===== src/rtl/word_align_lock.sv =====
// rtl/word_align_lock.sv - frame-locking word aligner: sync hunt, in-place verify, tolerant lock
module word_align_lock #(
  parameter int           W          = 16,
  parameter logic [W-1:0] SYNC       = 16'hF731,
  parameter int           FRAME_LEN  = 8,
  parameter int           LOCK_CNT   = 3,
  parameter int           UNLOCK_CNT = 4
) (
  input  logic                 CLK,
  input  logic                 RSTX,
  input  logic                 PHY_INIT,
  input  logic                 DIPUSH,
  input  logic [W-1:0]         DIN,
  output logic                 DOPUSH,
  output logic [W-1:0]         DOUT,
  output logic                 SOF,
  output logic                 ALIGNED,
  output logic [$clog2(W)-1:0] OFFSET,
  output logic [1:0]           STATE
);

  localparam int OW = $clog2(W);
  localparam int PW = $clog2(FRAME_LEN);
  localparam int GW = $clog2(LOCK_CNT + 1);
  localparam int MW = $clog2(UNLOCK_CNT + 1);

  typedef enum logic [1:0] {
    HUNT   = 2'd0,
    VERIFY = 2'd1,
    LOCKED = 2'd2
  } state_t;

  state_t          state_q, state_d;
  logic [OW-1:0]   off_q, off_d;
  logic [PW-1:0]   pos_q, pos_d;
  logic [GW-1:0]   good_q, good_d;
  logic [MW-1:0]   miss_q, miss_d;
  // Only the low W-1 bits of the history ever reach a candidate window.
  logic [W-2:0]    sh_q, sh_d;
  logic [W-1:0]    dout_q, dout_d;
  logic            dopush_q, dopush_d;
  logic            sof_q, sof_d;
  logic            aligned_q, aligned_d;

  logic [2*W-2:0]  nx;
  logic [W-1:0]    hit;
  logic            any_hit;
  logic [OW-1:0]   low_k;
  logic            exp_sync;
  logic            hit_off;

  // Candidate window and sync matches at every offset; lowest matching offset wins
  always_comb begin
    nx      = {sh_q, DIN};
    hit     = '0;
    for (int k = 0; k < W; k++) begin
      hit[k] = (nx[k +: W] == SYNC);
    end
    any_hit = |hit;
    low_k   = '0;
    for (int k = W - 1; k >= 0; k--) begin
      if (hit[k]) low_k = OW'(k);
    end
    exp_sync = (pos_q == PW'(FRAME_LEN - 1));
    hit_off  = hit[off_q];
  end

  // Next-state logic: hunt / verify / locked plus the aligned output word
  always_comb begin
    state_d  = state_q;
    off_d    = off_q;
    pos_d    = pos_q;
    good_d   = good_q;
    miss_d   = miss_q;
    sh_d     = sh_q;
    dout_d   = dout_q;
    dopush_d = DIPUSH;
    sof_d    = 1'b0;

    if (DIPUSH) sh_d = nx[W-2:0];

    if (PHY_INIT) begin
      state_d = HUNT;
      off_d   = '0;
      pos_d   = '0;
      good_d  = '0;
      miss_d  = '0;
    end else if (DIPUSH) begin
      case (state_q)
        HUNT: begin
          if (any_hit) begin
            off_d  = low_k;
            pos_d  = '0;
            good_d = GW'(1);
            sof_d  = 1'b1;
            if (LOCK_CNT == 1) begin
              state_d = LOCKED;
              miss_d  = '0;
            end else begin
              state_d = VERIFY;
            end
          end
        end
        VERIFY: begin
          pos_d = exp_sync ? '0 : pos_q + PW'(1);
          if (exp_sync) begin
            sof_d = 1'b1;
            if (hit_off) begin
              good_d = good_q + GW'(1);
              if (good_q == GW'(LOCK_CNT - 1)) begin
                state_d = LOCKED;
                miss_d  = '0;
              end
            end else begin
              state_d = HUNT;
            end
          end
        end
        LOCKED: begin
          pos_d = exp_sync ? '0 : pos_q + PW'(1);
          if (exp_sync) begin
            sof_d = 1'b1;
            if (hit_off) begin
              miss_d = '0;
            end else if (miss_q == MW'(UNLOCK_CNT - 1)) begin
              state_d = HUNT;
              miss_d  = '0;
            end else begin
              miss_d = miss_q + MW'(1);
            end
          end
        end
        default: state_d = HUNT;
      endcase
    end

    // Use the post-update offset so the first-hit word already comes out aligned.
    if (DIPUSH) dout_d = nx[off_d +: W];
    aligned_d = (state_d == LOCKED);
  end

  // State and output registers
  always_ff @(posedge CLK or negedge RSTX) begin
    if (!RSTX) begin
      state_q   <= HUNT;
      off_q     <= '0;
      pos_q     <= '0;
      good_q    <= '0;
      miss_q    <= '0;
      sh_q      <= '0;
      dout_q    <= '0;
      dopush_q  <= 1'b0;
      sof_q     <= 1'b0;
      aligned_q <= 1'b0;
    end else begin
      state_q   <= state_d;
      off_q     <= off_d;
      pos_q     <= pos_d;
      good_q    <= good_d;
      miss_q    <= miss_d;
      sh_q      <= sh_d;
      dout_q    <= dout_d;
      dopush_q  <= dopush_d;
      sof_q     <= sof_d;
      aligned_q <= aligned_d;
    end
  end

  assign DOPUSH  = dopush_q;
  assign DOUT    = dout_q;
  assign SOF     = sof_q;
  assign ALIGNED = aligned_q;
  assign OFFSET  = off_q;
  assign STATE   = state_q;

endmodule


===== config.mk =====
export PLATFORM = sky130hd
export DESIGN_NAME = word_align_lock
export DESIGN_NICKNAME = d
export VERILOG_FILES = /design/src/rtl/word_align_lock.sv
export SDC_FILE = /design/constraint.sdc
export NUM_CORES = 1
export LEC_CHECK = 0
export CORE_MARGIN = 2
export CORE_UTILIZATION = 45
export CTS_CLUSTER_SIZE = 28
export DETAILED_ROUTE_END_ITERATION = 16
export GPL_TIMING_DRIVEN = 1
export PLACE_DENSITY = 0.66
export SETUP_SLACK_MARGIN = 0.05
export SLEW_MARGIN = 20
export SYNTH_ARGS = -nofsm -noshare
export SYNTH_HDL_FRONTEND = slang
export SYNTH_SLANG_ARGS = --single-unit

===== constraint.sdc =====
create_clock -name CLK -period 5.35 [get_ports CLK]
set_input_delay 1.07 -clock CLK [delete_from_list [all_inputs] [get_ports CLK]]
set_output_delay 1.07 -clock CLK [all_outputs]
set_load 0.05 [all_outputs]

==> Word level (Yosys, flattened, before mapping) <==
Index checks and enable logic that the tools add are counted.
Widths: inputs -> output; s select.
{ "word_totals": {"output_inout_bits": 25, "elab_cells": 109, "regBits": 48, "inputBits": 20} }
{ "op_classes": {"addsub": 3, "mux": 57, "n_shift": 1, "n_reduce_logical": 10, "order_cmp": 1, "eq_ne": 27} }
{ "op_table": {"columns": ["op", "n"], "rows": [
  ["$eq 16x16->1 const B", 16],
  ["$mux 4", 20],
  ["$mux 3", 12],
  ["$shiftx 31x5->16", 1],
  ["$mux 2", 14],
  ["$reduce_or 16->1", 1],
  ["$ne 3x3->1 const B", 5],
  ["$pmux 3 s2", 2],
  ["$reduce_bool 3->1", 3],
  ["$add 3x1->3 const B", 2],
  ["$eq 2x2->1 const B", 3],
  ["$pmux 2 s3", 1],
  ["$reduce_and 6->1", 1],
  ["$lt 4x5->1 const B", 1],
  ["$mux 1", 5],
  ["$reduce_and 5->1", 1],
  ["$bmux 1 s4", 1],
  ["$pmux 2 s2", 1],
  ["$eq 3x2->1 const B", 1],
  ["$eq 3x3->1 const B", 1],
  ["$reduce_and 3->1", 1],
  ["$add 2x1->2 const B", 1],
  ["$eq 2x1->1 const B", 1],
  ["$logic_not 2->1", 1],
  ["3 further kinds", 3]
]} }

==> Longest topological paths before layout <==
Gate-level depths: netlist of the first run.
{ "logic_depth": {"word_depth": 22, "mapped_depth": 14, "mapped_depth_nobuf": 11} }

==> Worst setup path after synthesis of the first run <==
OpenSTA, ideal clock, no wires.
{ "synth_timing": {"kind": "input to register", "startpoint": "input DIN[10]", "endpoint": "register dout_q[13] (netlist: DOUT[13])", "t_required_ns": 5.206, "t_arrival_ns": 3.892, "slack_ns": 1.314, "setup_time_ns": 0.144, "path_buffers": 2, "stages": 13, "path_cell_list": "buf_2 -> and3_1 -> nand3_1 -> nor4_1 -> or4_4 -> o41ai_4 -> mux2i_2 -> or2_1 -> buf_6 -> inv_6 -> mux4_2 -> a22oi_2 -> o221ai_2"} }
{ "synth_via": {"elab_chain_cells": 17, "elab_cells_between_ends": 28, "cone_classes": "eq/ne: 11; shift: 1; mux: 15; reduce/logical: 1"} }
{ "synth_lines": {"columns": ["element", "line", "source"], "rows": [
  ["start, declared", "13", "input logic [W-1:0] DIN,"],
  ["$eq 16x16->1", "57", "hit[k] = (nx[k +: W] == SYNC);"],
  ["$mux 4 (11 in a row)", "62", "if (hit[k]) low_k = OW'(k);"],
  ["$mux 4", "91", "if (any_hit) begin"],
  ["$mux 4", "89", "case (state_q)"],
  ["$mux 4", "88", "end else if (DIPUSH) begin"],
  ["$mux 4", "82", "if (PHY_INIT) begin"],
  ["$shiftx 31x5->16 (*)", "138", "if (DIPUSH) dout_d = nx[off_d +: W];"],
  ["end signal, assigned", "162", "dout_q <= dout_d;"],
  ["end, declared", "40", "logic [W-1:0] dout_q, dout_d;"]
]} }
Every way passes the cells marked *; elsewhere a longest branch is shown, timed or not.
A chain may end at the register's enable or synchronous reset.

==> Worst setup path in the final report of the first run <==
{ "layout_timing": {"startpoint": "input DIN[13]", "endpoint": "register dout_q[0] (netlist: DOUT[0])"} }
{ "layout_via": {"elab_chain_cells": 20, "elab_cells_between_ends": 34, "cone_classes": "eq/ne: 14; shift: 1; mux: 18; reduce/logical: 1"} }
{ "layout_lines": {"columns": ["element", "line"], "rows": [
  ["$eq 16x16->1", "57"],
  ["$mux 4 (14 in a row)", "62"],
  ["$mux 4", "91"],
  ["$mux 4", "89"],
  ["$mux 4", "88"],
  ["$mux 4", "82"],
  ["$shiftx 31x5->16 (*)", "138"]
]} }
Marks and branches as above.

==> impl_metrics.yaml, run 1 <==
power:
  power_leakage_nw: 2.24
  max-vdd-ir-drop_uv: 143
  power-per-cell-area_nw_per_um2: 175
  p_total_uw: 890
logic_synthesis:
  postSynthRegisterBits: 48
  synth_area_in_compound_gates_pct: 13.1
  combinational_family_with_the_most_area_after_synthesis: "simple AND/OR/NAND/NOR gates"
  per_instance_average_area_after_synthesis_um2: 8.96
  synth.yosys.warnings: 0
  synth.top_cell.area_share_pct: 27.0
  synth_area_um2: 4440
  yosys.area_share.xor_xnor_pct: 0
  number_of_enable_flip_flop_cells_after_synthesis: 0
  synth_seq_area_share_pct: 27.0
  syn_nets: 524
  synth_simple_gate_area_share_pct: 29.9
  ys_dominant_reg_cell: "sky130_fd_sc_hd__dfrtp_1"
  synth_adder_area_share_pct: 2.25
  synth_largest_area_cell: "sky130_fd_sc_hd__dfrtp_1"
  postSynthCellCount: 496
  async_reset_ff_share_pct: 100
  synth_area_leaders: "sky130_fd_sc_hd__dfrtp_1 27%, sky130_fd_sc_hd__mux2i_1 15%, sky130_fd_sc_hd__mux2_2 5.1%"
  synth_cell_types: 77
  synth.area.mux_share_pct: 21.8
setup_path:
  rrSetupSlack_ps: 1080
  worstSetupEndpointType: "flop"
  worstSetupStartpointType: "input port"
  required_ps: 5540
  timing.critical_path.arrival_ps: 5290
  timing.critical_path.fanout_max: 20
  path_class: "input port to flop"
placed_design:
  detailedPlacementHpwl_mm: 10.0
  placedInstanceArea_um2: 4990
  io_buffer_count: 44
  routabilityCongestion: 0.960
sta:
  max_slew_margin_pct: 48.4
  fmax_mhz: 196
  finalSetupViolations: 0
  fin_crit_ps: 5100
  worst_clock_skew_ps: 4.80
  pin_slew_with_the_least_headroom_to_its_limit_ps: 764
  tns_ps: 0
  rsz_0062_raised_after_global_routing: "false"
  final.period_utilization_pct: 95.4
  timing_max_transition_violations_final: 0
  hold_violations: 0
final_layout:
  utilization_pct: 52.5
  num_antenna_cells: 0
  drive_gt1_share_pct: 13.3
  areaGrowthSynthToFinish_pct: 14.4
  layout_common_cells: "65 x sky130_fd_sc_hd__mux2i_1, 48 x sky130_fd_sc_hd__dfrtp_1, 43 x sky130_fd_sc_hd__nand2_1, 43 x sky130_fd_sc_hd__clkdlybuf4s50_1, 35 x sky130_fd_sc_hd__nor2_1"
  layout.cells.most_common: "sky130_fd_sc_hd__mux2i_1"
  final_area_um2: 5080
  fin_nets: 553
clock_tree:
  insertion_delay_ps: 310
  post_cts_resize_count: 0
  ctsHoldBuffers: 0
  cts_inserted_buffers: 5
  postCtsSetupBuffers: 0
  cts_sinks: 48
  h-tree-depth: 2
  tritoncts: "yes"
  clk_pin_slew_ps: 90
  cts-root-buf: "sky130_fd_sc_hd__clkbuf_8"
  max-clock-path-buffers: 2
routing:
  avgViaCountPerCell: 6.47
  total_vias_in_the_final_route: 4257
  first_pass_iters: 5
  detail_route.iter0.violations: 362
  number_of_remaining_drc_errors: 0
  drtAntennaViolNets: 0
  wirelength_mm: 13.8
  drt-wirelength-per-cell_um: 20.9
global_route:
  grt_max_degree: 49
  number_of_global_route_vias_before_repair: 4205
  first_pass_grt_wire_length_mm: 22.5
  globalRouteTotalUtil_pct: 27.1
  overflow: 0
  antenna_found_initial: 0
outcome:
  status: "finished clean"
die:
  floorplan.die_area_um2: 10700
  boundaryPins: 45
  start_util_pct: 45.9
  std_cell_rows: 36
  die_height_um: 103
  design.core.area_um2: 9680
  fp.dieW_um: 103
worst_hold_path:
  min_path_type: "flop to flop"
flow_run:
  max_cap_violations: 0
==> kinds of logic after synthesis <==
group	after synthesis
DFF	48
muxes	90
adders and majority gates	8
AOI/OAI and AO/OA	73
and+or+nand+nor	224
buffers and inverters	53
==> flip-flops by register name, indices dropped and copies added, names as in the netlist <==
name     count
OFFSET       4
good_q       2
pos_q        3
SOF          1
miss_q       3
sh_q        15
STATE        2
DOPUSH       1
ALIGNED      1
DOUT        16
==> critical path, cell delays in order <==
cell and delay, ps:
sky130_fd_sc_hd__clkdlybuf4s50_1 740, sky130_fd_sc_hd__or4bb_1 620, sky130_fd_sc_hd__nor4_1 540, sky130_fd_sc_hd__a211o_1 260
sky130_fd_sc_hd__o41ai_4 130, sky130_fd_sc_hd__a22oi_2 490, sky130_fd_sc_hd__buf_12 260, sky130_fd_sc_hd__mux2i_1 500
sky130_fd_sc_hd__mux2i_1 250, sky130_fd_sc_hd__a222oi_1 330, sky130_fd_sc_hd__nand2_1 100
==> worst paths after layout <==
| path | depth (start not counted) | end | startpoint |
|---|---|---|---|
| setup reg to reg | 11 | DOUT[0] | sh_q[0] |
| hold reg to reg | 1 | miss_q[2] | miss_q[2] |
| hold / removal | 1 | miss_q[2] | miss_q[2] |
| max in group asynchronous | 2 | sh_q[14] | RSTX |
| min in group asynchronous | 2 | OFFSET[2] | RSTX |
| setup / recovery | 11 | DOUT[0] | DIN[13] |
==> area by class of cell <==
| class | count | area (um2) |
|---|---|---|
| multi-input cells | 395 | 2990 |
| well taps | 133 | 166 |
| repair buffers | 61 | 576 |
| clock buffers | 6 | 82.6 |
| fillers | 917 | 4600 |
| flip-flops and latches | 48 | 1200 |
| inverters | 14 | 57.6 |
| clock inverters | 1 | 8.76 |
==> metal layers <==
layer | share of wire [%] | track usage [%]
met1 | 45 | 36.1
met5 | 0 | 0
met2 | 48 | 44.8
met3 | 5.1 | 4.97
met4 | 2.0 | 8.40
==> per-stage QoR <==
stage                     hold WS (ps)  std cells  setup WS, ps
after floorplan                    452        496          1310
after global placement             463        651         -25.0
after detailed placement           477        651          13.1
after CTS                          496        658           337
after global routing               523        658           111
final                              492        658           247
==> Yosys cell counts (4+ instances only) <==
cell / n
sky130_fd_sc_hd__dfrtp_1: 48
sky130_fd_sc_hd__and4_1: 5
sky130_fd_sc_hd__nand4bb_1: 4
sky130_fd_sc_hd__nor2_1: 35
sky130_fd_sc_hd__ha_1: 8
sky130_fd_sc_hd__nand4b_1: 11
sky130_fd_sc_hd__nand2_1: 43
sky130_fd_sc_hd__nor3_1: 18
sky130_fd_sc_hd__or4_1: 5
sky130_fd_sc_hd__nand4_1: 9
sky130_fd_sc_hd__nor2b_1: 7
sky130_fd_sc_hd__a222oi_1: 4
sky130_fd_sc_hd__a32oi_1: 4
sky130_fd_sc_hd__mux2_2: 20
sky130_fd_sc_hd__a22oi_1: 12
sky130_fd_sc_hd__nand2b_1: 4
sky130_fd_sc_hd__inv_1: 11
sky130_fd_sc_hd__mux2i_1: 65
sky130_fd_sc_hd__a31oi_1: 4
sky130_fd_sc_hd__nand3b_1: 4
sky130_fd_sc_hd__a21oi_1: 11
sky130_fd_sc_hd__o21ai_0: 5
sky130_fd_sc_hd__buf_2: 16
sky130_fd_sc_hd__and3_1: 7
sky130_fd_sc_hd__a211oi_1: 5
sky130_fd_sc_hd__nor4_1: 25
sky130_fd_sc_hd__buf_6: 4
sky130_fd_sc_hd__nand3_1: 14
sky130_fd_sc_hd__clkbuf_1: 14
==> power by group <==
group          total [mW]  internal, mW  switching (mW)
Combinational       0.222        0.0878           0.134
Sequential          0.436         0.385          0.0513
Clock               0.232         0.103           0.129
Note: power is estimated with default switching activity, not from simulation.
==> run 2, diff against run 1 <==
Settings changed: CTS_CLUSTER_SIZE 28 to 14, MAX_ROUTING_LAYER set to met4.
==> impl_metrics.yaml, run 2 (synthesis gave the netlist of run 1 again) <==
sta:
  max_slew_margin_pct: 47.4
  final.period_utilization_pct: 89.0
  rsz_0062_raised_after_global_routing: "false"
  fmax_mhz: 210
  timing_max_transition_violations_final: 0
  finalSetupViolations: 0
  hold_violations: 0
  fin_crit_ps: 4760
  post-route-worst-setup-slack_ps: 589
  pin_slew_with_the_least_headroom_to_its_limit_ps: 778
  worst_clock_skew_ps: 4.29
  tns_ps: 0
placed_design:
  io_buffer_count: 44
  detailedPlacementHpwl_mm: 10.2
  placedInstanceArea_um2: 5010
  pre_cts_ws_ps: 368
  routabilityCongestion: 0.985
routing:
  detail_route.iter0.violations: 426
  first_pass_iters: 5
  avgViaCountPerCell: 6.59
  number_of_remaining_drc_errors: 0
  drtAntennaViolNets: 0
  drt-wirelength-per-cell_um: 21.3
  total_vias_in_the_final_route: 4357
  wirelength_mm: 14.1
global_route:
  grt_max_degree: 49
  globalRouteTotalUtil_pct: 28.3
  first_pass_grt_wire_length_mm: 22.6
  antenna_found_initial: 0
  overflow: 0
  number_of_global_route_vias_before_repair: 4224
setup_path:
  required_ps: 5550
  critical_path_end: "DOUT[12]"
  worstSetupEndpointType: "flop"
  critical_path.reg2reg.startpoint: "sh_q[2]"
  r2r.worst_path.cells: 10
  critical_path.startpoint: "DIN[15]"
  timing.critical_path.fanout_max: 10
  worstSetupStartpointType: "input port"
  path_class: "input port to flop"
  r2r-end: "DOUT[8]"
  rrSetupSlack_ps: 1330
  timing.critical_path.arrival_ps: 4960
clock_tree:
  h-tree-depth: 2
  max-clock-path-buffers: 2
  postCtsSetupBuffers: 0
  cts-root-buf: "sky130_fd_sc_hd__clkbuf_8"
  cts_sinks: 48
  tritoncts: "yes"
  post_cts_resize_count: 0
  clk_pin_slew_ps: 90
  ctsHoldBuffers: 0
  cts_inserted_buffers: 5
  insertion_delay_ps: 310
final_layout:
  layout_common_cells: "65 x sky130_fd_sc_hd__mux2i_1, 48 x sky130_fd_sc_hd__dfrtp_1, 43 x sky130_fd_sc_hd__nand2_1, 43 x sky130_fd_sc_hd__clkdlybuf4s50_1, 35 x sky130_fd_sc_hd__nor2_1"
  layout.cells.most_common: "sky130_fd_sc_hd__mux2i_1"
  final_area_um2: 5130
  num_antenna_cells: 0
  areaGrowthSynthToFinish_pct: 15.4
  utilization_pct: 53.0
  drive_gt1_share_pct: 13.8
  largest_register_ffs: 16
  fin_nets: 555
die:
  std_cell_rows: 36
  design.core.area_um2: 9680
  floorplan.die_area_um2: 10700
  boundaryPins: 45
  start_util_pct: 45.9
  die_height_um: 103
  fp.dieW_um: 103
power:
  p_total_uw: 950
  power_leakage_nw: 2.27
  max-vdd-ir-drop_uv: 122
  power-per-cell-area_nw_per_um2: 185
worst_hold_path:
  min_path_type: "flop to flop"
outcome:
  status: "finished clean"
flow_run:
  max_cap_violations: 0
[run 2: cell count changes in the layout (fill, tap and decap cells not counted), sizes merged]
cell / delta
buf: +2
bufinv: +1
[run 2: report_power, final]
group | leakage, nW | switching, mW | internal [mW] | total (mW)
clock network | 0.0614 | 0.136 | 0.153 | 0.289
registers | 0.601 | 0.0520 | 0.385 | 0.437
logic | 1.60 | 0.135 | 0.0892 | 0.224
total | 2.27 | 0.323 | 0.627 | 0.950
[run 2: layout make-up]
cell class / count / area, um2
fill: 919 / 4560
multi-input combinational: 395 / 2990
sequential: 48 / 1200
timing repair buffer: 63 / 591
tap: 133 / 166
clock buffer: 6 / 82.6
inverter: 14 / 57.6
clock inverter: 2 / 38.8
[run 2: metal layers]
layer,global-route usage (%),wire length [um]
met1,37.2,6010
met5,-,0
met3,4.37,893
met4,11.4,475
met2,43.6,6710
[run 2: critical path, stage by stage]
cell and delay (ps):
sky130_fd_sc_hd__clkdlybuf4s50_1 600, sky130_fd_sc_hd__buf_4 260, sky130_fd_sc_hd__or4b_4 550, sky130_fd_sc_hd__nor4_1 680
sky130_fd_sc_hd__nor4_1 160, sky130_fd_sc_hd__and4_1 290, sky130_fd_sc_hd__a211oi_2 250, sky130_fd_sc_hd__buf_4 250
sky130_fd_sc_hd__mux2i_1 200, sky130_fd_sc_hd__mux2i_1 200, sky130_fd_sc_hd__a222oi_1 360, sky130_fd_sc_hd__nand2_1 100
[run 2: per-stage QoR]
step | hold slack [ps] | instances
floorplan | 452 | 496
global placement | 463 | 653
detailed placement | 493 | 653
CTS | 519 | 661
global route | 546 | 661
finish | 517 | 661
[run 2: how the worst min path moves through the flow]
stage	depth (start not counted)	startpoint	to	slack (ps)
after detailed placement	1	miss_q[2]	miss_q[2]	490
after floorplan	1	miss_q[2]	miss_q[2]	450
after CTS	1	miss_q[2]	miss_q[2]	520
final	1	miss_q[2]	miss_q[2]	520
after global routing	1	pos_q[2]	pos_q[2]	550
after global placement	1	miss_q[2]	miss_q[2]	460
